`src/rtl/stream_mux_rr_pkg.sv`:
```
// stream_mux_rr_pkg
// Shared constants and helpers for the round-robin stream multiplexer.
//   MODE_FIXED / MODE_RR : values of the mux 'mode' input
//   clog2()              : ceil(log2(v)), minimum 1, usable in parameter defaults
package stream_mux_rr_pkg;

  localparam logic MODE_FIXED = 1'b0;
  localparam logic MODE_RR    = 1'b1;

  function automatic int clog2(input int v);
    int r;
    r = 0;
    for (int i = 0; i < 31; i++)
      if ((1 << i) < v) r = i + 1;
    return (r < 1) ? 1 : r;
  endfunction

endpackage

```
`src/rtl/stream_mux_rr_arb.sv`:
```
// rr_arbiter
// Combinational round-robin search: first asserted req[] after ptr, wrapping
// modulo N.
//   req         : per-channel request
//   ptr         : last granted channel (search starts at ptr+1)
//   en          : search enable; no grant when low
//   grant       : granted channel index (meaningful only with grant_valid)
//   grant_valid : some channel was granted
module rr_arbiter #(
  parameter int N     = 4,
  parameter int SEL_W = 2
) (
  input  logic [N-1:0]     req,
  input  logic [SEL_W-1:0] ptr,
  input  logic             en,
  output logic [SEL_W-1:0] grant,
  output logic             grant_valid
);

  // Walk from the farthest candidate back to ptr+1 so the nearest requester
  // is the last (winning) assignment.
  always_comb begin
    grant       = '0;
    grant_valid = 1'b0;
    if (en) begin
      for (int k = N; k >= 1; k--) begin
        if (req[(int'(ptr) + k) % N]) begin
          grant       = SEL_W'((int'(ptr) + k) % N);
          grant_valid = 1'b1;
        end
      end
    end
  end

endmodule

```
`src/rtl/stream_mux_rr.sv`:
```
// stream_mux_rr
// N-input valid/ready stream mux with a single registered output stage.
// Channel chosen either by a fixed select or by a round-robin pointer.
//   clk, reset  : clock, synchronous active-high reset
//   mode        : 0 fixed select, 1 round-robin
//   sel         : channel index in fixed mode (values >= N never grant)
//   in_data     : packed channel words, channel i at [i*WIDTH +: WIDTH]
//   in_valid    : per-channel valid
//   in_ready    : per-channel ready (one-hot or zero)
//   out_data    : registered output word
//   out_chan    : registered source channel of out_data
//   out_valid   : output register holds a word
//   out_ready   : downstream accepts this cycle
module stream_mux_rr
  import stream_mux_rr_pkg::*;
#(
  parameter int WIDTH = 32,
  parameter int N     = 4,
  parameter int SEL_W = clog2(N)
) (
  input  logic               clk,
  input  logic               reset,
  input  logic               mode,
  input  logic [SEL_W-1:0]   sel,
  input  logic [N*WIDTH-1:0] in_data,
  input  logic [N-1:0]       in_valid,
  output logic [N-1:0]       in_ready,
  output logic [WIDTH-1:0]   out_data,
  output logic [SEL_W-1:0]   out_chan,
  output logic               out_valid,
  input  logic               out_ready
);

  logic [SEL_W-1:0] ptr;
  logic [SEL_W-1:0] rr_grant;
  logic             rr_valid;
  logic             fix_ok;
  logic [SEL_W-1:0] grant;
  logic             gnt_v;
  logic             load_en;
  logic [WIDTH-1:0] sel_data;

  assign load_en = !out_valid || out_ready;

  rr_arbiter #(.N(N), .SEL_W(SEL_W)) u_arb (
    .req         (in_valid),
    .ptr         (ptr),
    .en          (mode == MODE_RR),
    .grant       (rr_grant),
    .grant_valid (rr_valid)
  );

  // Compare against each legal index instead of indexing in_valid[sel], so an
  // out-of-range sel simply matches nothing.
  always_comb begin
    fix_ok = 1'b0;
    for (int i = 0; i < N; i++)
      if (int'(sel) == i && in_valid[i]) fix_ok = 1'b1;
  end

  assign grant = (mode == MODE_RR) ? rr_grant : sel;
  assign gnt_v = (mode == MODE_RR) ? rr_valid : fix_ok;

  always_comb begin
    in_ready = '0;
    sel_data = '0;
    for (int i = 0; i < N; i++) begin
      if (grant == SEL_W'(i)) begin
        in_ready[i] = load_en && gnt_v && !reset;
        sel_data    = in_data[i*WIDTH +: WIDTH];
      end
    end
  end

  // ptr resets to N-1 so the first round-robin search starts at channel 0.
  always_ff @(posedge clk) begin
    if (reset) begin
      out_valid <= 1'b0;
      out_data  <= '0;
      out_chan  <= '0;
      ptr       <= SEL_W'(N - 1);
    end else if (load_en) begin
      out_valid <= gnt_v;
      if (gnt_v) begin
        out_data <= sel_data;
        out_chan <= grant;
        if (mode == MODE_RR) ptr <= grant;
      end
    end
  end

endmodule

```
`config.mk`:
```
export PLATFORM = sky130hd
export DESIGN_NAME = stream_mux_rr
export DESIGN_NICKNAME = d
export VERILOG_FILES = /design/src/rtl/stream_mux_rr_pkg.sv /design/src/rtl/stream_mux_rr_arb.sv /design/src/rtl/stream_mux_rr.sv
export SDC_FILE = /design/constraint.sdc
export NUM_CORES = 1
export LEC_CHECK = 0
export CORE_MARGIN = 2
export CORE_UTILIZATION = 37
export CTS_CLUSTER_DIAMETER = 30
export DETAILED_ROUTE_END_ITERATION = 7
export PLACE_DENSITY = 0.88
export SLEW_MARGIN = 20
export SYNTH_ARGS = -nofsm -noshare
export SYNTH_HDL_FRONTEND = slang
export SYNTH_HIERARCHICAL = 1
export SYNTH_SLANG_ARGS = --single-unit
```
`constraint.sdc`:
```
create_clock -name clk -period 6.8 [get_ports clk]
set_input_delay 2.04 -clock clk [delete_from_list [all_inputs] [get_ports clk]]
set_output_delay 2.04 -clock clk [all_outputs]
set_load 0.01 [all_outputs]
```
==> results by stage, run 1 <==
Synth:
- Yosys attributes the largest share of cell area to dfxtp_1 32%, mux4_2 19%, mux4_1 16%.
- The sequential-to-total area share from yosys stat is 0.321.
- The cell area that synthesis handed to floorplanning was about 2300 µm².
- The area fraction of the dominant cell type after synthesis is 0.321.
- Counting flops and latches in the post-synthesis netlist gives 37.
- When the netlist entered floorplanning its net count stood at 298.
- The count of unique library cells instantiated by Yosys is 36.
- The number of warnings issued by yosys is 6.
- Each instance of the synthesized netlist takes up on average 14.4 µm².
- The leading area contributor after synthesis is dfxtp_1.
- The number of cells produced by synthesis is 160.

Setup path:
- STA classifies the critical path endpoint as an output port.
- On the critical path, the stage with the largest delay is an instance of clkdlybuf4s50_1.
- Data on the critical path is required at its endpoint by approximately 4.8 ns.
- The stage delay of the slowest cell on the critical path is roughly 0.6 ns.
- The category of the worst setup path launch point is a primary input.
- The critical path is of the in2out type.
- The highest fanout seen on the critical path is 7.
- Walking the worst path, the cells encountered are clkdlybuf4s50_1 -> inv_1 -> o41ai_1 -> a311oi_1 -> mux2_2 -> nor3b_1 -> clkdlybuf4s50_1.
- STA puts the critical path data arrival time at about 4.4 ns.
- The sum of buffers and inverters on the critical path is 3.
- The cell class contributing the biggest share of worst-path delay is buffers and inverters.
- In this design, the critical path's most frequently occurring cell is clkdlybuf4s50_1.

STA:
- The sum of negative setup slack is 0 ns.
- At the pin with the least slew margin, the transition time is just over 0.5 ns.
- The tightest slew margin relative to the limit is 0.660.
- The number of hold-slack violations in the final timing report is 0.
- The worst path needs 6.48 ns of the cycle, external delays included.
- The final setup violation count is 0.
- Final hold analysis gives a worst-case slack of around 0.47 ns.
- Setup repair after global routing left no endpoint under its margin.
- The maximum clock frequency is between 150 and 200 MHz.
- The number of pins with negative max-slew slack in the final report is 0.
- Clock skew on the completed layout was measured at about 0.0073 ns.
- In the finished design, the share of the clock period the worst path needs comes to 0.954.

Place:
- Routability-driven placement finished with a final weighted congestion of 0.839.
- The total half-perimeter wirelength after legalization and detailed placement is between 6000 and 7000 µm.
- Buffers placed on the I/O ports in this run total 176.

Routing:
- The initial detailed-routing violation count is between 60 and 70.
- The length of the first detailed-routing pass in iterations is 4.
- The routed layout has 2265 vias.
- For this run, design rule violations remaining after detail routing come to 0.
- For this block, the routed nets add up to 7520 µm of wire.
- Dividing the detail-routed wire length by the instance count gives 18.3 µm.
- The via density per instance is roughly 5.5.
- The number of nets with antenna violations after routing is 0.

Floorplanning:
- The die covers ~6900 µm².
- In this run the standard cell core region covers 5960 µm².
- In this run the vertical extent of the chip is around 83 µm.
- The die is just over 80 µm wide.
- The number of rows in the core area is 28.
- The initial utilization of the core area, before any placement, comes to 0.387.
- between 150 and 200 I/O pins were placed.

Pwr:
- The worst-case IR drop observed on VDD is about 0.086 mV.
- The fraction of power spent switching nets is 0.258.
- Cell internal power was estimated by the tool at 0.486 mW.
- The leakage power is ~1.6 nW.
- Summed over all nets, the switching power comes to about 0.17 mW.
- The relative contribution of combinational cells to total power is 0.406.
- The sequential group share of total power is 0.384.
- The cell area power density is approximately 160 nW/µm².
- The part of the power in the clock network is 0.209.

Global route:
- The via count of the first global-routing pass came to around 2400.
- The maximum number of pins on one net before global-route repair is 33.
- The first global-routing pass estimated approximately 12000 µm of wire.
- The global-route usage over all layers is 0.218.
- After global routing the overflow that remains totals 0.
- The number of antenna violations at the first check in global routing was 0.

CTS:
- The tree built by TritonCTS fans out to 37 sinks.
- The H-tree generated during clock tree synthesis spans 2 levels.
- The number of buffers created by CTS is 5.
- TritonCTS built the clock tree.
- Once the clock tree was built, the setup fixing pass inserted 0 buffers.
- After clock tree synthesis, the clock-pin slew on the worst setup and hold paths is 0.07 ns.
- The clock root buffer is clkbuf_8.
- Counting along the longest clock path gives a buffer depth of 2.
- Buffers inserted to repair hold after CTS numbered 0.
- The quantity of gates resized following cts is 0.
- The clock reaches the later pin of the worst-skew pair after between 0.2 and 0.3 ns.

Cells and area:
- In the final layout, the share of cells above drive strength 1 is 0.217.
- The number of nets in the final layout is between 400 and 500.
- Compared with the post-synthesis result, the final layout area differs by 82.3%.
- The repair_antennas step left the layout with diodes totalling 0.

Job:
- The number of violations of the max-capacitance limit is 0.

Min path:
- The min-delay analysis places its worst path in the category reg2reg.

Status:
- The run finished with clean final reports.
-- per-stage QoR --
stage               cells  total power [mW]  cell area [µm²]  setup slack, ns  utilization
floorplan             160             0.380             2300             1.16            -
global placement      405             0.516             4130            0.372        0.693
detailed placement    405             0.523             4130            0.302        0.693
CTS                   411             0.664             4200            0.307        0.705
global route          411             0.689             4200            0.165        0.705
finish                411             0.655             4200            0.316        0.705
-- synthesized netlist by cell type (all sizes together) --
| cell | instances |
|---|---|
| a211o | 2 |
| or3b | 1 |
| a221oi | 1 |
| a22o | 32 |
| a211oi | 2 |
| nand2b | 1 |
| o41ai | 1 |
| and3 | 3 |
| nor3b | 3 |
| a21oi | 3 |
| inv | 3 |
| mux2i | 3 |
| buf | 12 |
| mux4 | 33 |
| nand3 | 3 |
| a311oi | 1 |
| a31o | 1 |
| nand2 | 3 |
| nand3b | 1 |
| and3b | 1 |
| o2bb2ai | 1 |
| nor3 | 3 |
| mux2 | 1 |
| clkbuf | 3 |
| dfxtp | 37 |
| nor2 | 2 |
| o41a | 1 |
| a21o | 1 |
| o2111a | 1 |
-- cell type report --
cell class | count | area [µm²]
Inverter | 3 | 11.3
Fill cell | 447 | 1750
Tap cell | 75 | 93.8
Sequential cell | 37 | 741
Multi-Input combinational cell | 105 | 1450
Timing Repair Buffer | 185 | 1830
Clock inverter | 1 | 5.00
Clock buffer | 5 | 68.8
-- cell usage in the layout, fill, tap and decap left out, types with 2 or more instances in the layout --
master           count
buf_4                9
mux4_1              14
nand2_1              3
clkbuf_8             5
a211oi_1             2
mux2i_4              2
inv_1                3
a22o_2              31
nor3b_1              3
a21oi_1              2
dfxtp_1             37
a211o_1              2
clkdlybuf4s50_1    176
nand3_1              3
nor2_1               2
nor3_1               2
and3_1               3
mux4_2              19
-- cell families (layout without fill, tap and decap cells) --
group	count (synthesis)	in the layout	share of synthesized area
and+or+nand+nor	21	21	0.0592
muxes	37	37	0.369
buffers and inverters	18	194	0.0570
AOI/OAI and AO/OA	47	47	0.194
DFF	37	37	0.321
-- per-layer routing --
| layer | GRT usage | share of wire | vias up |
|---|---|---|---|
| met2 | 0.406 | 0.53 | 123 |
| met1 | 0.235 | 0.37 | 1080 |
| met5 | 0 | 0 | - |
| met3 | 0.0586 | 0.076 | 14 |
| met4 | 0.0760 | 0.019 | 0 |
| li1 | - | - | 1048 |
-- worst paths after layout --
path	slack (ns)	depth (start not counted)	from	to
worst max-delay path	0.32	7	in_valid[2]	in_ready[2]
worst min-delay path	0.47	1	out_data[30]	out_data[30]
worst max register to register	4.19	7	ptr[1]	out_data[11]
worst min register to register	0.47	1	out_data[30]	out_data[30]
-- sequential cells by signal, indices dropped and copies added, names as in the netlist --
name,flops
out_valid,1
out_chan,2
ptr,2
out_data,32
-- worst reg2reg max path, stage by stage, from the launching register on --
cell and delay [ns]:
dfxtp_1 0.44, nand2_1 0.11, a21o_2 0.22, a311oi_1 0.48, mux2i_4 0.15, buf_4 0.32, mux4_1 0.57, a22o_2 0.23
-- power groups by stage --
| stage | combinational (mW) | clock (mW) | sequential, mW |
|---|---|---|---|
| 2_1_floorplan | 0.114 | 0 | 0.266 |
| 3_3_place_gp | 0.261 | 0 | 0.255 |
| 3_5_place_dp | 0.267 | 0 | 0.256 |
| 4_1_cts | 0.268 | 0.144 | 0.252 |
| 5_1_grt | 0.282 | 0.153 | 0.255 |
| 6_report | 0.266 | 0.137 | 0.252 |
Note: power is estimated with default switching activity, not from simulation.
==> run 2, diff against run 1 <==
--- a/config.mk
+++ b/config.mk
@@ -7,9 +7,11 @@
 export LEC_CHECK = 0
 export CORE_MARGIN = 2
 export CORE_UTILIZATION = 37
+export CTS_BUF_LIST = sky130_fd_sc_hd__clkbuf_4
 export CTS_CLUSTER_DIAMETER = 30
 export DETAILED_ROUTE_END_ITERATION = 7
 export PLACE_DENSITY = 0.88
+export RECOVER_POWER = 50
 export SLEW_MARGIN = 20
 export SYNTH_ARGS = -nofsm -noshare
 export SYNTH_HDL_FRONTEND = slang
==> run 2 against run 1 <==
Against the previous run: count of clock-buffer cells in the layout unchanged; maximum frequency about the same; clock power down 26%; final area down 0.83%; power down 6.8%; sequential share of layout area up 0.15 points; largest cell class unchanged.
==> results by stage, run 2 (synthesis gave the netlist of run 1 again) <==
STA:
- The number of pins with negative max-slew slack in the final report came to 0 (unchanged).
- The sum of negative setup slack was 0 ns (unchanged).
- The final setup violation count is 0 (unchanged).
- The tightest slew margin relative to the limit is 0.532 (was 0.660).
- The worst hold slack is 0.477 ns (was 0.472 ns).
- The actual transition at the worst max-transition pin is 0.702 ns (was 0.507 ns).
- The maximum clock frequency is 154 MHz (about the same).
- The number of hold-slack violations in the final timing report was 0 (unchanged).
- The minimum clock period after layout is 6.49 ns (was 6.48 ns).
- The setup slack after layout was 0.310 ns (was 0.316 ns).
- Unrepaired setup endpoints after global routing: false (unchanged).
- The final critical-path share of the clock period is 0.954 (about the same).
- The final clock skew is 0.00973 ns (was 0.00729 ns).

Pwr:
- The leakage power came to 1.69 nW (was 1.61 nW).
- The power spent charging and discharging nets came to 0.165 mW (was 0.169 mW).
- The part of the power in the clock network is 0.168 (was 0.209).
- The cell area power density was 147 nW/µm² (was 156 nW/µm²).
- The relative contribution of combinational cells to total power came to 0.422 (was 0.406).
- The worst ir drop on vdd was 0.0811 mV (was 0.0863 mV).
- The fraction of power spent switching nets is 0.270 (was 0.258).
- The sequential group share of total power was 0.410 (was 0.384).
- The internal portion of total power is 0.446 mW (was 0.486 mW).

Floorplanning:
- The core area is 5960 µm² (unchanged).
- The number of top-level pins is 177 (unchanged).
- The area of the die came to 6880 µm² (unchanged).
- The initial standard-cell utilization of the core is 0.387 (unchanged).
- The die extent in y came to 82.9 µm (unchanged).
- The number of rows in the core area was 28 (unchanged).
- The horizontal extent of the die is 82.9 µm (unchanged).

Min path:
- The number of cells on the worst hold path was 1 (unchanged).
- The class of the worst hold path was reg2reg (unchanged).
- The hold path endpoint is out_data[30] (unchanged).
- The startpoint of the lowest-slack hold path was out_data[30] (unchanged).

Global route:
- The global-route usage over all layers is 0.218 (about the same).
- The global-route wire length before repair is 12000 µm (unchanged).
- The maximum number of pins on one net before global-route repair came to 33 (unchanged).
- The total congestion overflow is 0 (unchanged).
- The number of antenna violations at the first check in global routing is 0 (unchanged).
- The via count of the first global-routing pass is 2451 (was 2446).

Routing:
- The number of nets with antenna violations after routing is 0 (unchanged).
- The overall routed net length is 7520 µm (about the same).
- The length of the first detailed-routing pass in iterations is 4 (unchanged).
- The count of vias placed by the detailed router was 2267 (was 2265).
- The initial detailed-routing violation count is 79 (was 67).
- The count of unresolved DRC violations after routing was 0 (unchanged).
- The via density per instance is 5.52 (was 5.51).
- The average detailed-routed wire length per instance was 18.3 µm (about the same).

CTS:
- The clock network latency to the later pin of the worst-skew pair is 0.33 ns (was 0.28 ns).
- The quantity of gates resized following cts is 0 (unchanged).
- The number of buffers added to fix hold violations after cts is 0 (unchanged).
- The post-CTS setup buffer count is 0 (unchanged).
- The maximum root-to-sink buffer count is 2 (unchanged).
- The clock root buffer is clkbuf_4 (was clkbuf_8).
- The TritonCTS clock tree is done (unchanged).
- The number of buffers created by CTS came to 5 (unchanged).
- The register clock-pin slew on the reported worst setup and hold paths is 0.10 ns (was 0.07 ns).
- The depth of the CTS H-tree is 2 (unchanged).
- The total number of clock tree sinks came to 37 (unchanged).

Job:
- The number of violations of the max-capacitance limit is 0 (unchanged).

Cells and area:
- Commonest cells after routing, fill and taps aside: 139 x clkdlybuf4s50_1, 37 x dlygate4sd3_1, 37 x dfxtp_1, 31 x a22o_2, 19 x mux4_2 (was 176 x clkdlybuf4s50_1, 37 x dfxtp_1, 31 x a22o_2, 19 x mux4_2, 14 x mux4_1).
- The final design area excluding fillers is 4170 µm² (was 4200 µm²).
- The flip-flop count of the largest register, all copies and words added is 32 (unchanged).
- The relative area change from synthesis to final layout was 80.8% (was 82.3%).
- The register containing the most flip-flops in the final layout is out_data (unchanged).
- Largest registers in the final layout: out_data x32, out_chan x2, ptr x2 (unchanged).
- The fraction of the core area covered by cells at the end of the flow is 0.700 (was 0.705).
- The number of nets in the final layout was 475 (unchanged).
- The antenna cell count came to 0 (unchanged).
- The leading cell type in the layout, fill and taps excluded is clkdlybuf4s50_1 (unchanged).
- The layout cell share with drive strength beyond 1 came to 0.214 (was 0.217).

Setup path:
- The endpoint of the worst-slack reg-to-reg timing path was out_data[11] (unchanged).
- The register-to-register setup slack is 4.18 ns (was 4.19 ns).
- The highest fanout seen on the critical path came to 8 (was 7).
- The worst path arrival time came to 4.45 ns (was 4.44 ns).
- The category of the most critical setup path is in2out (unchanged).
- The startpoint of the lowest-slack register-to-register path is ptr[1] (unchanged).
- The category of the worst setup path launch point is a primary input (unchanged).
- The required time of the worst setup path is 4.76 ns (about the same).
- The kind of capture point of the worst setup path is an output port (unchanged).
- The cell count of the worst reg-to-reg path is 7 (unchanged).

Place:
- The weighted congestion reported at the end of routability-driven placement is 0.839 (unchanged).
- The post-placement worst setup slack was 0.302 ns (unchanged).
- The placement-stage cell area is 4130 µm² (unchanged).
- The total half-perimeter wirelength after legalization and detailed placement is 6170 µm (unchanged).
- The port buffer count is 176 (unchanged).

Status:
- Status: completed (unchanged).
[run 2: cell count changes in the layout (fill, tap and decap cells not counted), sizes merged]
| cell | delta |
|---|---|
| clkbuf | +1 |
| buf | -1 |
| clkdlybuf4s50 | -37 |
| dlygate4sd3 | +37 |
[run 2: power by group through the flow]
stage	logic [mW]	clock network, mW	registers (mW)
3_3_place_gp	0.261	0	0.255
4_1_cts	0.268	0.109	0.252
2_1_floorplan	0.114	0	0.266
5_1_grt	0.273	0.118	0.254
6_report	0.258	0.102	0.250
3_5_place_dp	0.267	0	0.256
[run 2: worst max-delay path, cell delays in order]
cell,delay [ns]
clkdlybuf4s50_1,0.60
nand2_1,0.12
a21o_2,0.22
a311oi_1,0.48
mux2i_4,0.15
buf_4,0.20
and3_1,0.16
clkdlybuf4s50_1,0.47
[run 2: how the worst max path moves through the flow]
stage / from / end / cells past startpoint
finish: in_valid[1] / in_ready[0] / 8
global route: in_valid[2] / in_ready[2] / 7
CTS: in_valid[2] / in_ready[2] / 7
detailed placement: in_valid[1] / in_ready[0] / 8
global placement: in_valid[1] / in_ready[0] / 8
floorplan: in_valid[2] / in_ready[0] / 7
[run 2: routing by layer]
metal | wire, µm | GRT usage | vias up | part of all wire
met5 | 0 | 0 | - | 0
met3 | 562 | 0.0616 | 14 | 0.075
met1 | 2810 | 0.233 | 1080 | 0.37
met4 | 158 | 0.0790 | 0 | 0.021
met2 | 3990 | 0.405 | 124 | 0.53
li1 | - | - | 1049 | -
[run 2: final cells by class]
cell class | count | area [µm²]
Fill cell | 454 | 1790
Clock buffer | 5 | 37.5
Sequential cell | 37 | 741
Tap cell | 75 | 93.8
Clock inverter | 1 | 5.00
Inverter | 3 | 11.3
Multi-Input combinational cell | 105 | 1450
Timing Repair Buffer | 185 | 1830
[run 2: stage by stage]
step,power [mW],cells
after floorplan,0.380,160
after global placement,0.516,405
after detailed placement,0.523,405
after CTS,0.629,411
after global routing,0.645,411
final,0.610,411
==> run 3, diff against run 2 <==
--- a/config.mk
+++ b/config.mk
@@ -6,11 +6,11 @@
 export NUM_CORES = 1
 export LEC_CHECK = 0
 export CORE_MARGIN = 2
-export CORE_UTILIZATION = 37
+export CORE_UTILIZATION = 35
 export CTS_BUF_LIST = sky130_fd_sc_hd__clkbuf_4
 export CTS_CLUSTER_DIAMETER = 30
 export DETAILED_ROUTE_END_ITERATION = 7
-export PLACE_DENSITY = 0.88
+export PLACE_DENSITY_LB_ADDON = 0.25
 export RECOVER_POWER = 50
 export SLEW_MARGIN = 20
 export SYNTH_ARGS = -nofsm -noshare
==> constraint.sdc (replaced) <==
create_clock -name clk -period 7.1 [get_ports clk]
set_input_delay 2.13 -clock clk [delete_from_list [all_inputs] [get_ports clk]]
set_output_delay 2.13 -clock clk [all_outputs]
set_load 0.01 [all_outputs]
==> run 3 against run 2 <==
Against the previous run: sequential power shrank 4%; clock power barely moved; power down 3.9%; routed wire length decreased by 0.90%; register-to-register slack better by 0.26 ns; flip-flop and latch count is the same; worst setup slack better by 0.099 ns; first-iteration DRC count is 11% lower; sequential share of layout area about the same; clock skew fell by 0.0061 ns; highest routed layer unchanged.
==> results by stage, run 3 (synthesis gave the netlist of run 1 again) <==
Status:
- Status: completed (unchanged).

Job:
- The number of violations of the max-capacitance limit is 0 (unchanged).

Routing:
- The average detailed-routed wire length per instance is 18.1 µm (was 18.3 µm).
- The via density per instance is 5.38 (was 5.52).
- The overall routed net length is 7450 µm (was 7520 µm).
- The number of nets with antenna violations after routing is 0 (unchanged).
- The count of vias placed by the detailed router is 2213 (was 2267).
- The length of the first detailed-routing pass in iterations is 4 (unchanged).
- The count of unresolved DRC violations after routing came to 0 (unchanged).
- The initial detailed-routing violation count came to 70 (was 79).

Place:
- The weighted congestion reported at the end of routability-driven placement was 0.804 (was 0.839).
- The placement-stage cell area is 4110 µm² (was 4130 µm²).
- The port buffer count is 176 (unchanged).
- The total half-perimeter wirelength after legalization and detailed placement was 6040 µm (was 6170 µm).

STA:
- Unrepaired setup endpoints after global routing: false (unchanged).
- The final setup violation count is 0 (unchanged).
- Static timing analysis puts the maximum clock frequency at 149 MHz.
- The tightest slew margin relative to the limit is 0.593 (was 0.532).
- The number of hold-slack violations in the final timing report is 0 (unchanged).
- The sum of negative setup slack is 0 ns (unchanged).
- The number of pins with negative max-slew slack in the final report is 0 (unchanged).
- The actual transition at the worst max-transition pin came to 0.608 ns (was 0.702 ns).
- The final clock skew is 0.00365 ns (was 0.00973 ns).
- The minimum clock period after layout is around 6.7 ns.
- In the finished design, the share of the clock period the worst path needs comes to 0.942.
- The worst hold slack is 0.483 ns (was 0.477 ns).

Floorplanning:
- The die extent in y came to 85.1 µm (was 82.9 µm).
- The area of the die is 7250 µm² (was 6880 µm²).
- The number of top-level pins came to 177 (unchanged).
- The initial standard-cell utilization of the core is 0.363 (was 0.387).
- The number of rows in the core area is 29 (was 28).
- The horizontal extent of the die came to 85.1 µm (was 82.9 µm).
- The core area was 6350 µm² (was 5960 µm²).

Setup path:
- The cell class contributing the biggest share of worst-path delay is buffers and inverters (unchanged).
- The cell repeated most along the worst path is clkdlybuf4s50_1 (unchanged).
- The cell with the largest stage delay on the worst path was clkdlybuf4s50_1 (unchanged).
- The kind of capture point of the worst setup path is an output port (unchanged).
- The sum of buffers and inverters on the critical path is 2 (was 3).
- The worst path arrival time is 4.56 ns (was 4.45 ns).
- The startpoint of the lowest-slack register-to-register path is ptr[1] (unchanged).
- The required time of the worst setup path is 4.97 ns (was 4.76 ns).
- The highest fanout seen on the critical path is 8 (unchanged).
- Critical path, cell by cell: clkdlybuf4s50_1 -> nand2_1 -> a21o_2 -> a311oi_1 -> mux2i_4 -> nor3b_1 -> clkdlybuf4s50_1 (was clkdlybuf4s50_1 -> nand2_1 -> a21o_2 -> a311oi_1 -> mux2i_4 -> buf_4 -> and3_1 -> clkdlybuf4s50_1).
- The stage delay of the slowest cell on the critical path was 0.61 ns (was 0.60 ns).
- The category of the worst setup path launch point is a primary input (unchanged).
- The launching element of the worst setup path is in_valid[1] (unchanged).
- The category of the most critical setup path is in2out (unchanged).

Cells and area:
- The layout cell share with drive strength beyond 1 was 0.210 (was 0.214).
- The register containing the most flip-flops in the final layout is out_data (unchanged).
- The flip-flop count of the largest register, all copies and words added is 32 (unchanged).
- Commonest cells after routing, fill and taps aside: 139 x clkdlybuf4s50_1, 37 x dlygate4sd3_1, 37 x dfxtp_1, 31 x a22o_2, 19 x mux4_2 (unchanged).
- Largest registers in the final layout: out_data x32, out_chan x2, ptr x2 (unchanged).
- The area occupied by registers is 741 µm² (unchanged).
- The antenna cell count is 0 (unchanged).
- The number of filler cells placed in the layout was 519 (was 454).
- The leading cell type in the layout, fill and taps excluded was clkdlybuf4s50_1 (unchanged).
- The final design area excluding fillers was 4160 µm² (was 4170 µm²).
- The area used by multi-input combinational logic is 1450 µm² (unchanged).
- The relative area change from synthesis to final layout is 80.3% (was 80.8%).
- The fraction of the core area covered by cells at the end of the flow was 0.655 (was 0.700).
- The number of nets in the final layout is 472 (was 475).

Pwr:
- The worst ir drop on vdd came to 0.0690 mV (was 0.0811 mV).
- The total power after layout is 0.587 mW (was 0.610 mW).
- The part of the power in the clock network came to 0.176 (was 0.168).
- The fraction of power spent switching nets is 0.266 (was 0.270).
- The leakage power came to 1.68 nW (was 1.69 nW).
- The power spent charging and discharging nets is 0.156 mW (was 0.165 mW).
- The relative contribution of combinational cells to total power is 0.416 (was 0.422).
- The sequential group share of total power is 0.408 (was 0.410).
- The internal portion of total power is 0.431 mW (was 0.446 mW).
- The cell area power density is 141 nW/µm² (was 147 nW/µm²).

Global route:
- The total congestion overflow is 0 (unchanged).
- The maximum number of pins on one net before global-route repair is 35 (was 33).
- The global-route usage over all layers is 0.202 (was 0.218).
- The via count of the first global-routing pass is 2253 (was 2451).
- The number of antenna violations at the first check in global routing came to 0 (unchanged).
- The global-route wire length before repair is 11500 µm (was 12000 µm).

CTS:
- The register clock-pin slew on the reported worst setup and hold paths was 0.10 ns (about the same).
- The TritonCTS clock tree is done (unchanged).
- The number of buffers created by CTS came to 5 (unchanged).
- The number of buffers added to fix hold violations after cts is 0 (unchanged).
- The maximum root-to-sink buffer count is 2 (unchanged).
- The clock network latency to the later pin of the worst-skew pair came to 0.33 ns (about the same).
- The depth of the CTS H-tree is 2 (unchanged).
- The post-CTS setup buffer count came to 0 (unchanged).
- The clock root buffer is clkbuf_4 (unchanged).
- The quantity of gates resized following cts is 0 (unchanged).
- The total number of clock tree sinks is 37 (unchanged).

Min path:
- The class of the worst hold path was reg2reg (unchanged).
- The startpoint of the lowest-slack hold path is out_data[1] (was out_data[30]).
[run 3: cell types whose count changed in the layout (fill, tap and decap cells not counted)]
cell      delta
buf_4        -2
clkbuf_4     +1
clkinv_2     -1
clkinv_1     +1
clkbuf_1     -1
[run 3: per-stage QoR]
| stage | worst slack [ns] | cells |
|---|---|---|
| 2_1_floorplan | 1.28 | 160 |
| 3_3_place_gp | 0.502 | 404 |
| 3_5_place_dp | 0.403 | 404 |
| 4_1_cts | 0.407 | 411 |
| 5_1_grt | 0.325 | 411 |
| 6_report | 0.409 | 411 |
[run 3: worst paths after layout]
path / depth (start not counted) / slack [ns] / endpoint
setup / recovery: 7 / 0.41 / in_ready[3]
hold / removal: 1 / 0.48 / out_data[1]
setup reg to reg: 7 / 4.44 / out_data[11]
hold reg to reg: 1 / 0.48 / out_data[1]
[run 3: cell type report]
| class | count | share of cell area |
|---|---|---|
| Sequential cell | 37 | 0.178 |
| Multi-Input combinational cell | 105 | 0.349 |
| Clock buffer | 6 | 0.0108 |
| Inverter | 3 | 0.00271 |
| Tap cell | 77 | 0.0232 |
| Timing Repair Buffer | 182 | 0.435 |
| Clock inverter | 1 | 0.000903 |
[run 3: metal layers]
layer,up-vias,share of wire,track usage,routed length (µm)
met1,1054,0.37,0.229,2720
met4,0,0.016,0.0548,119
met5,-,0,0,0
met3,10,0.092,0.0613,684
met2,107,0.53,0.368,3930
li1,1042,-,-,-
[run 3: worst reg2reg max path, stage by stage (launching register included)]
cell,delay [ns]
dfxtp_1,0.46
nand2_1,0.12
a21o_2,0.22
a311oi_1,0.51
mux2i_4,0.15
buf_4,0.34
mux4_1,0.55
a22o_2,0.22
[run 3: power by group through the flow]
stage | clock network [mW] | logic [mW] | registers, mW
floorplan | 0 | 0.109 | 0.255
CTS | 0.110 | 0.254 | 0.241
detailed placement | 0 | 0.254 | 0.246
global route | 0.115 | 0.260 | 0.243
global placement | 0 | 0.250 | 0.245
finish | 0.103 | 0.244 | 0.240
